<file path="src/rtl/alu_out_skid.sv">
// Registered output stage behind the 16-bit ALU: a 2-entry skid buffer carrying
// {word, zr, ng} with a fully registered in_ready and 1 word/cycle throughput.
module alu_out_skid #(
    parameter int WIDTH = 16
) (
    input  logic             clk,
    input  logic             rst_n,
    input  logic             in_valid,
    output logic             in_ready,
    input  logic [WIDTH-1:0] in_out,
    input  logic             in_zr,
    input  logic             in_ng,
    output logic             out_valid,
    input  logic             out_ready,
    output logic [WIDTH-1:0] out,
    output logic             zr,
    output logic             ng,
    output logic [1:0]       count
);

    typedef enum logic [1:0] {
        EMPTY = 2'd0,
        BUSY  = 2'd1,
        FULL  = 2'd2
    } state_t;

    state_t             state;
    state_t             next_state;

    logic [WIDTH-1:0]   main_word;
    logic               main_zr;
    logic               main_ng;
    logic [WIDTH-1:0]   skid_word;
    logic               skid_zr;
    logic               skid_ng;

    logic               load_main_in;
    logic               load_main_skid;
    logic               load_skid;

    logic               out_valid_q;
    logic               in_ready_q;
    logic [1:0]         count_q;

    // Next-state and load selects; the input is only looked at when the state allows it.
    always_comb begin
        next_state     = state;
        load_main_in   = 1'b0;
        load_main_skid = 1'b0;
        load_skid      = 1'b0;
        case (state)
            EMPTY: begin
                if (in_valid) begin
                    load_main_in = 1'b1;
                    next_state   = BUSY;
                end
            end
            BUSY: begin
                if (in_valid && out_ready) begin
                    load_main_in = 1'b1;
                end else if (in_valid && !out_ready) begin
                    load_skid  = 1'b1;
                    next_state = FULL;
                end else if (!in_valid && out_ready) begin
                    next_state = EMPTY;
                end
            end
            FULL: begin
                if (out_ready) begin
                    load_main_skid = 1'b1;
                    next_state     = BUSY;
                end
            end
            default: begin
                next_state = EMPTY;
            end
        endcase
    end

    always_ff @(posedge clk or negedge rst_n) begin
        if (!rst_n) begin
            state <= EMPTY;
        end else begin
            state <= next_state;
        end
    end

    // Main entry drives the outputs; it keeps its last value when drained.
    always_ff @(posedge clk or negedge rst_n) begin
        if (!rst_n) begin
            main_word <= '0;
            main_zr   <= 1'b0;
            main_ng   <= 1'b0;
        end else if (load_main_in) begin
            main_word <= in_out;
            main_zr   <= in_zr;
            main_ng   <= in_ng;
        end else if (load_main_skid) begin
            main_word <= skid_word;
            main_zr   <= skid_zr;
            main_ng   <= skid_ng;
        end
    end

    always_ff @(posedge clk or negedge rst_n) begin
        if (!rst_n) begin
            skid_word <= '0;
            skid_zr   <= 1'b0;
            skid_ng   <= 1'b0;
        end else if (load_skid) begin
            skid_word <= in_out;
            skid_zr   <= in_zr;
            skid_ng   <= in_ng;
        end
    end

    // Handshake outputs are flops fed from next_state so nothing reaches back combinationally.
    always_ff @(posedge clk or negedge rst_n) begin
        if (!rst_n) begin
            out_valid_q <= 1'b0;
            in_ready_q  <= 1'b1;
            count_q     <= 2'd0;
        end else begin
            out_valid_q <= (next_state != EMPTY);
            in_ready_q  <= (next_state != FULL);
            case (next_state)
                EMPTY:   count_q <= 2'd0;
                BUSY:    count_q <= 2'd1;
                FULL:    count_q <= 2'd2;
                default: count_q <= 2'd0;
            endcase
        end
    end

    assign out_valid = out_valid_q;
    assign in_ready  = in_ready_q;
    assign count     = count_q;
    assign out       = main_word;
    assign zr        = main_zr;
    assign ng        = main_ng;

endmodule

</file>
<file path="config.mk">
export PLATFORM = sky130hd
export DESIGN_NAME = alu_out_skid
export DESIGN_NICKNAME = d
export VERILOG_FILES = /design/src/rtl/alu_out_skid.sv
export SDC_FILE = /design/constraint.sdc
export NUM_CORES = 1
export LEC_CHECK = 0
export CAP_MARGIN = 30
export CORE_ASPECT_RATIO = 0.5
export CORE_UTILIZATION = 45
export CTS_BUF_LIST = sky130_fd_sc_hd__clkbuf_16
export DETAILED_ROUTE_END_ITERATION = 8
export GPL_TIMING_DRIVEN = 0
export HOLD_SLACK_MARGIN = 0.03
export PLACE_DENSITY = 0.75
export SYNTH_ARGS = -nofsm -noshare
export SYNTH_HDL_FRONTEND = slang
export SYNTH_SLANG_ARGS = --single-unit
export TNS_END_PERCENT = 50
</file>
<file path="constraint.sdc">
create_clock -name clk -period 2.11 [get_ports clk]
set_input_delay 0.422 -clock clk [delete_from_list [all_inputs] [get_ports clk]]
set_output_delay 0.422 -clock clk [all_outputs]
set_load 0.005 [all_outputs]
</file>
==> run_summary.xml, run 1 <==
<?xml version="1.0" encoding="UTF-8"?>
<metrics>
  <group name="clocking">
    <metric name="h-tree-depth" unit="">2</metric>
    <metric name="cts-buffers-inserted" unit="">5</metric>
    <metric name="clkTransAtPathRegs" unit="ns">0.06</metric>
    <metric name="cts.sinks" unit="">42</metric>
    <metric name="clkLatencyLatePin" unit="ns">0.28</metric>
    <metric name="cts_tree" unit="">yes</metric>
    <metric name="clockBufferDepth" unit="">2</metric>
    <metric name="post_cts_setup_repair_buffer_count" unit="">0</metric>
    <metric name="cts_root_buffer" unit="">sky130_fd_sc_hd__clkbuf_16</metric>
  </group>
  <group name="logic_synthesis">
    <metric name="ys_seq_area_share" unit="%">53.0</metric>
    <metric name="average_cell_area_after_synthesis" unit="um2">12.1</metric>
    <metric name="ys_types" unit="">25</metric>
    <metric name="synth.cell_area" unit="um2">1990</metric>
    <metric name="synthCells" unit="">164</metric>
    <metric name="yosys_warnings" unit="">0</metric>
    <metric name="mappedNetlistNets" unit="">186</metric>
    <metric name="synth-seq-cells" unit="">42</metric>
  </group>
  <group name="worst_setup_path">
    <metric name="worst-setup-path-type" unit="">in2reg</metric>
    <metric name="setup.reg_to_reg.worst_slack" unit="ns">0.47</metric>
    <metric name="setup.worst_path.start_class" unit="">input pin</metric>
    <metric name="reg2regPathDepth" unit="">5</metric>
    <metric name="critPathCaptureType" unit="">register</metric>
    <metric name="worst_ep_required_time" unit="ns">2.31</metric>
    <metric name="crit_path_launch" unit="">out_ready</metric>
    <metric name="regToRegEndpoint" unit="">skid_zr$_DFFE_PN0P_</metric>
    <metric name="r2r_start" unit="">state[1]$_DFF_PN0_</metric>
    <metric name="cp_data_arrival_time" unit="ns">2.08</metric>
    <metric name="worst-path-max-fanout" unit="">10</metric>
  </group>
  <group name="layout">
    <metric name="diodes" unit="">0</metric>
    <metric name="final_layout_size_suffix_gt1_share" unit="%">20.3</metric>
    <metric name="stdcell_area" unit="um2">2650</metric>
    <metric name="area.growth.synth_to_final" unit="%">33.3</metric>
    <metric name="final_nets" unit="">238</metric>
  </group>
  <group name="place">
    <metric name="placement.cell_area" unit="um2">2500</metric>
    <metric name="io_buffer_count" unit="">43</metric>
    <metric name="gp_congestion" unit="">0.754</metric>
    <metric name="post-dp-hpwl" unit="um">2990</metric>
  </group>
  <group name="power_and_ir_drop">
    <metric name="pwr_density" unit="nW/um2">1160</metric>
    <metric name="power_leakage" unit="uW">0.00107</metric>
    <metric name="irDropWorstVdd" unit="uV">409</metric>
  </group>
  <group name="routing">
    <metric name="totalWireLength" unit="um">4360</metric>
    <metric name="routed_wire_length_per_instance" unit="um">16.1</metric>
    <metric name="remaining_drc_errors" unit="">0</metric>
    <metric name="initialDrtViolationCount" unit="">50</metric>
    <metric name="first_pass_drt_iterations" unit="">4</metric>
    <metric name="via_total_after_detailed_routing" unit="">1513</metric>
    <metric name="antenna_violating_nets_post_route" unit="">0</metric>
    <metric name="avgViaCountPerCell" unit="">5.58</metric>
  </group>
  <group name="sta">
    <metric name="final_hold_slack" unit="ns">0.479</metric>
    <metric name="hold_viol" unit="">0</metric>
    <metric name="timing.slew.headroom" unit="%">69.0</metric>
    <metric name="post-route-min-period" unit="ns">1.88</metric>
    <metric name="rsz_0062_raised_after_global_routing" unit="">false</metric>
    <metric name="finalCritPeriodShare" unit="%">89.0</metric>
    <metric name="worst_pin_slew" unit="ns">0.465</metric>
    <metric name="fmaxAchievable" unit="MHz">532</metric>
    <metric name="final-setup-viol-count" unit="">0</metric>
    <metric name="worst_clock_skew" unit="ns">0.00675</metric>
    <metric name="finalMaxSlewViolations" unit="">0</metric>
  </group>
  <group name="hold_path">
    <metric name="hold_path_depth" unit="">1</metric>
    <metric name="min_path_type" unit="">reg2reg</metric>
    <metric name="hold_crit_start" unit="">skid_word[4]$_DFFE_PN0P_</metric>
    <metric name="worstHoldEndpoint" unit="">skid_word[4]$_DFFE_PN0P_</metric>
  </group>
  <group name="global_routing">
    <metric name="gr-usage-all-layers" unit="%">21.1</metric>
    <metric name="number_of_antenna_violations_at_the_first_check_in_global_routing" unit="">0</metric>
    <metric name="wire_length_of_the_first_global_routing_pass" unit="um">7350</metric>
    <metric name="grt_max_degree" unit="">36</metric>
    <metric name="via_count_of_the_first_global_routing_pass" unit="">1517</metric>
    <metric name="overflow" unit="">0</metric>
  </group>
  <group name="floorplan">
    <metric name="design.core.area" unit="um2">4060</metric>
    <metric name="start_util" unit="%">48.9</metric>
    <metric name="io_pins" unit="">44</metric>
    <metric name="die_y" unit="um">49.0</metric>
    <metric name="floorplan_die_area" unit="um2">4700</metric>
    <metric name="placementRows" unit="">16</metric>
    <metric name="dieWidth" unit="um">95.9</metric>
  </group>
  <group name="run">
    <metric name="maxCapViolations" unit="">0</metric>
  </group>
  <group name="outcome">
    <metric name="status" unit="">completed</metric>
  </group>
</metrics>
[where the power goes]
group | switching [uW] | internal [uW]
clock | 290 | 427
sequential | 165 | 1130
combinational | 434 | 622
[final cells by class]
type                       count  area (um2)
buffer                        16         114
clock inverter                 3        12.5
clock buffer                   5         125
sequential                    42        1050
inverter                       3        11.3
fill                         329        1420
multi-input combinational    103         808
tap                           54        67.6
timing repair buffer          45         455
[sequential cells by signal (all words and copies together), names as in the netlist]
register   cells
out_valid      1
count          2
state          2
in_ready       1
ng             1
skid_word     16
skid_zr        1
skid_ng        1
zr             1
out           16
[metal layers]
layer,vias up,GRT usage [%],wire (um)
li1,721,-,-
met3,4,4.67,155
met4,0,5.47,31
met2,30,35.0,2170
met1,758,28.1,2000
met5,-,0,0
[cells by family (layout without fill, tap and decap cells)]
family,Yosys count,after routing,synth area share (%)
AO/OA/AOI/OAI,59,59,22.1
flip-flops,42,42,53.0
AND/OR/NAND/NOR,25,25,7.88
multiplexers,19,19,10.8
buffers and inverters,19,72,6.30
[Yosys cell counts, drive strengths merged]
master / instances / area share, %
mux2: 19 / 11
buf: 13 / 5.2
nor2: 1 / 1.0
clkbuf: 3 / 0.57
and2b: 1 / 0.38
o21ai: 20 / 5.0
a21o: 2 / 0.76
o211ai: 1 / 0.38
nand3: 17 / 4.3
a32oi: 1 / 0.44
nand3b: 1 / 0.38
dfrtp: 41 / 52
a31oi: 17 / 8.5
inv: 3 / 0.57
nand2b: 3 / 1.1
a21bo: 1 / 0.50
nor2b: 1 / 0.32
and3b: 1 / 0.44
a211oi: 17 / 6.4
dfstp: 1 / 1.3
[placed cells by master, fill, tap and decap left out, types with 3 or more instances in the layout]
master                            count
sky130_fd_sc_hd__buf_2                8
sky130_fd_sc_hd__mux2_2               9
sky130_fd_sc_hd__clkbuf_16            5
sky130_fd_sc_hd__clkbuf_1             3
sky130_fd_sc_hd__a31oi_1              7
sky130_fd_sc_hd__dfrtp_1             41
sky130_fd_sc_hd__buf_6                6
sky130_fd_sc_hd__nand3_1             17
sky130_fd_sc_hd__clkdlybuf4s50_1     42
sky130_fd_sc_hd__o21ai_0             17
sky130_fd_sc_hd__a31oi_2             10
sky130_fd_sc_hd__inv_1                4
sky130_fd_sc_hd__o21ai_1              3
sky130_fd_sc_hd__mux2_1              10
sky130_fd_sc_hd__a211oi_1            17
[critical path: stages]
cell                              delay (ns)
sky130_fd_sc_hd__clkdlybuf4s50_1        0.53
sky130_fd_sc_hd__nand2b_2               0.22
sky130_fd_sc_hd__buf_6                  0.15
sky130_fd_sc_hd__clkbuf_1               0.38
sky130_fd_sc_hd__nand3_1                0.18
sky130_fd_sc_hd__a31oi_2                0.19
[how the worst max path moves through the flow]
stage	to	slack [ns]	depth (start not counted)
floorplan	skid_ng$_DFFE_PN0P_	0.65	5
global placement	skid_word[4]$_DFFE_PN0P_	-0.43	1
detailed placement	out[8]$_DFFE_PN0P_	-0.01	6
CTS	ng$_DFFE_PN0P_	0.25	6
global route	out[8]$_DFFE_PN0P_	0.13	6
finish	ng$_DFFE_PN0P_	0.23	6
[through the flow]
stage | utilization [%] | setup WS, ns | std cells | total power [uW] | TNS [ns]
finish | 65.1 | 0.231 | 271 | 3070 | 0
global route | 65.1 | 0.127 | 271 | 3250 | 0
CTS | 65.1 | 0.247 | 271 | 3080 | 0
detailed placement | 61.5 | -0.0136 | 262 | 2360 | -0.0136
global placement | 61.1 | -0.426 | 261 | 2320 | -17.41
floorplan | - | 0.649 | 164 | 1840 | 0
[timing repair]
action                                 CTS  global route
hold buffers                             1             0
endpoints found under the hold margin    7             0
resized for setup                        0             0
Power figures use the tool's default switching activity.
==> inputs of run 2 (changes only) <==
--- a/config.mk
+++ b/config.mk
@@ -13,6 +13,7 @@
 export GPL_TIMING_DRIVEN = 0
 export HOLD_SLACK_MARGIN = 0.03
 export PLACE_DENSITY = 0.75
+export SETUP_SLACK_MARGIN = 0.02
 export SYNTH_ARGS = -nofsm -noshare
 export SYNTH_HDL_FRONTEND = slang
 export SYNTH_SLANG_ARGS = --single-unit
==> results of run 2 <==
No change in the layout: final DEF, timing and power equal those of run 1.
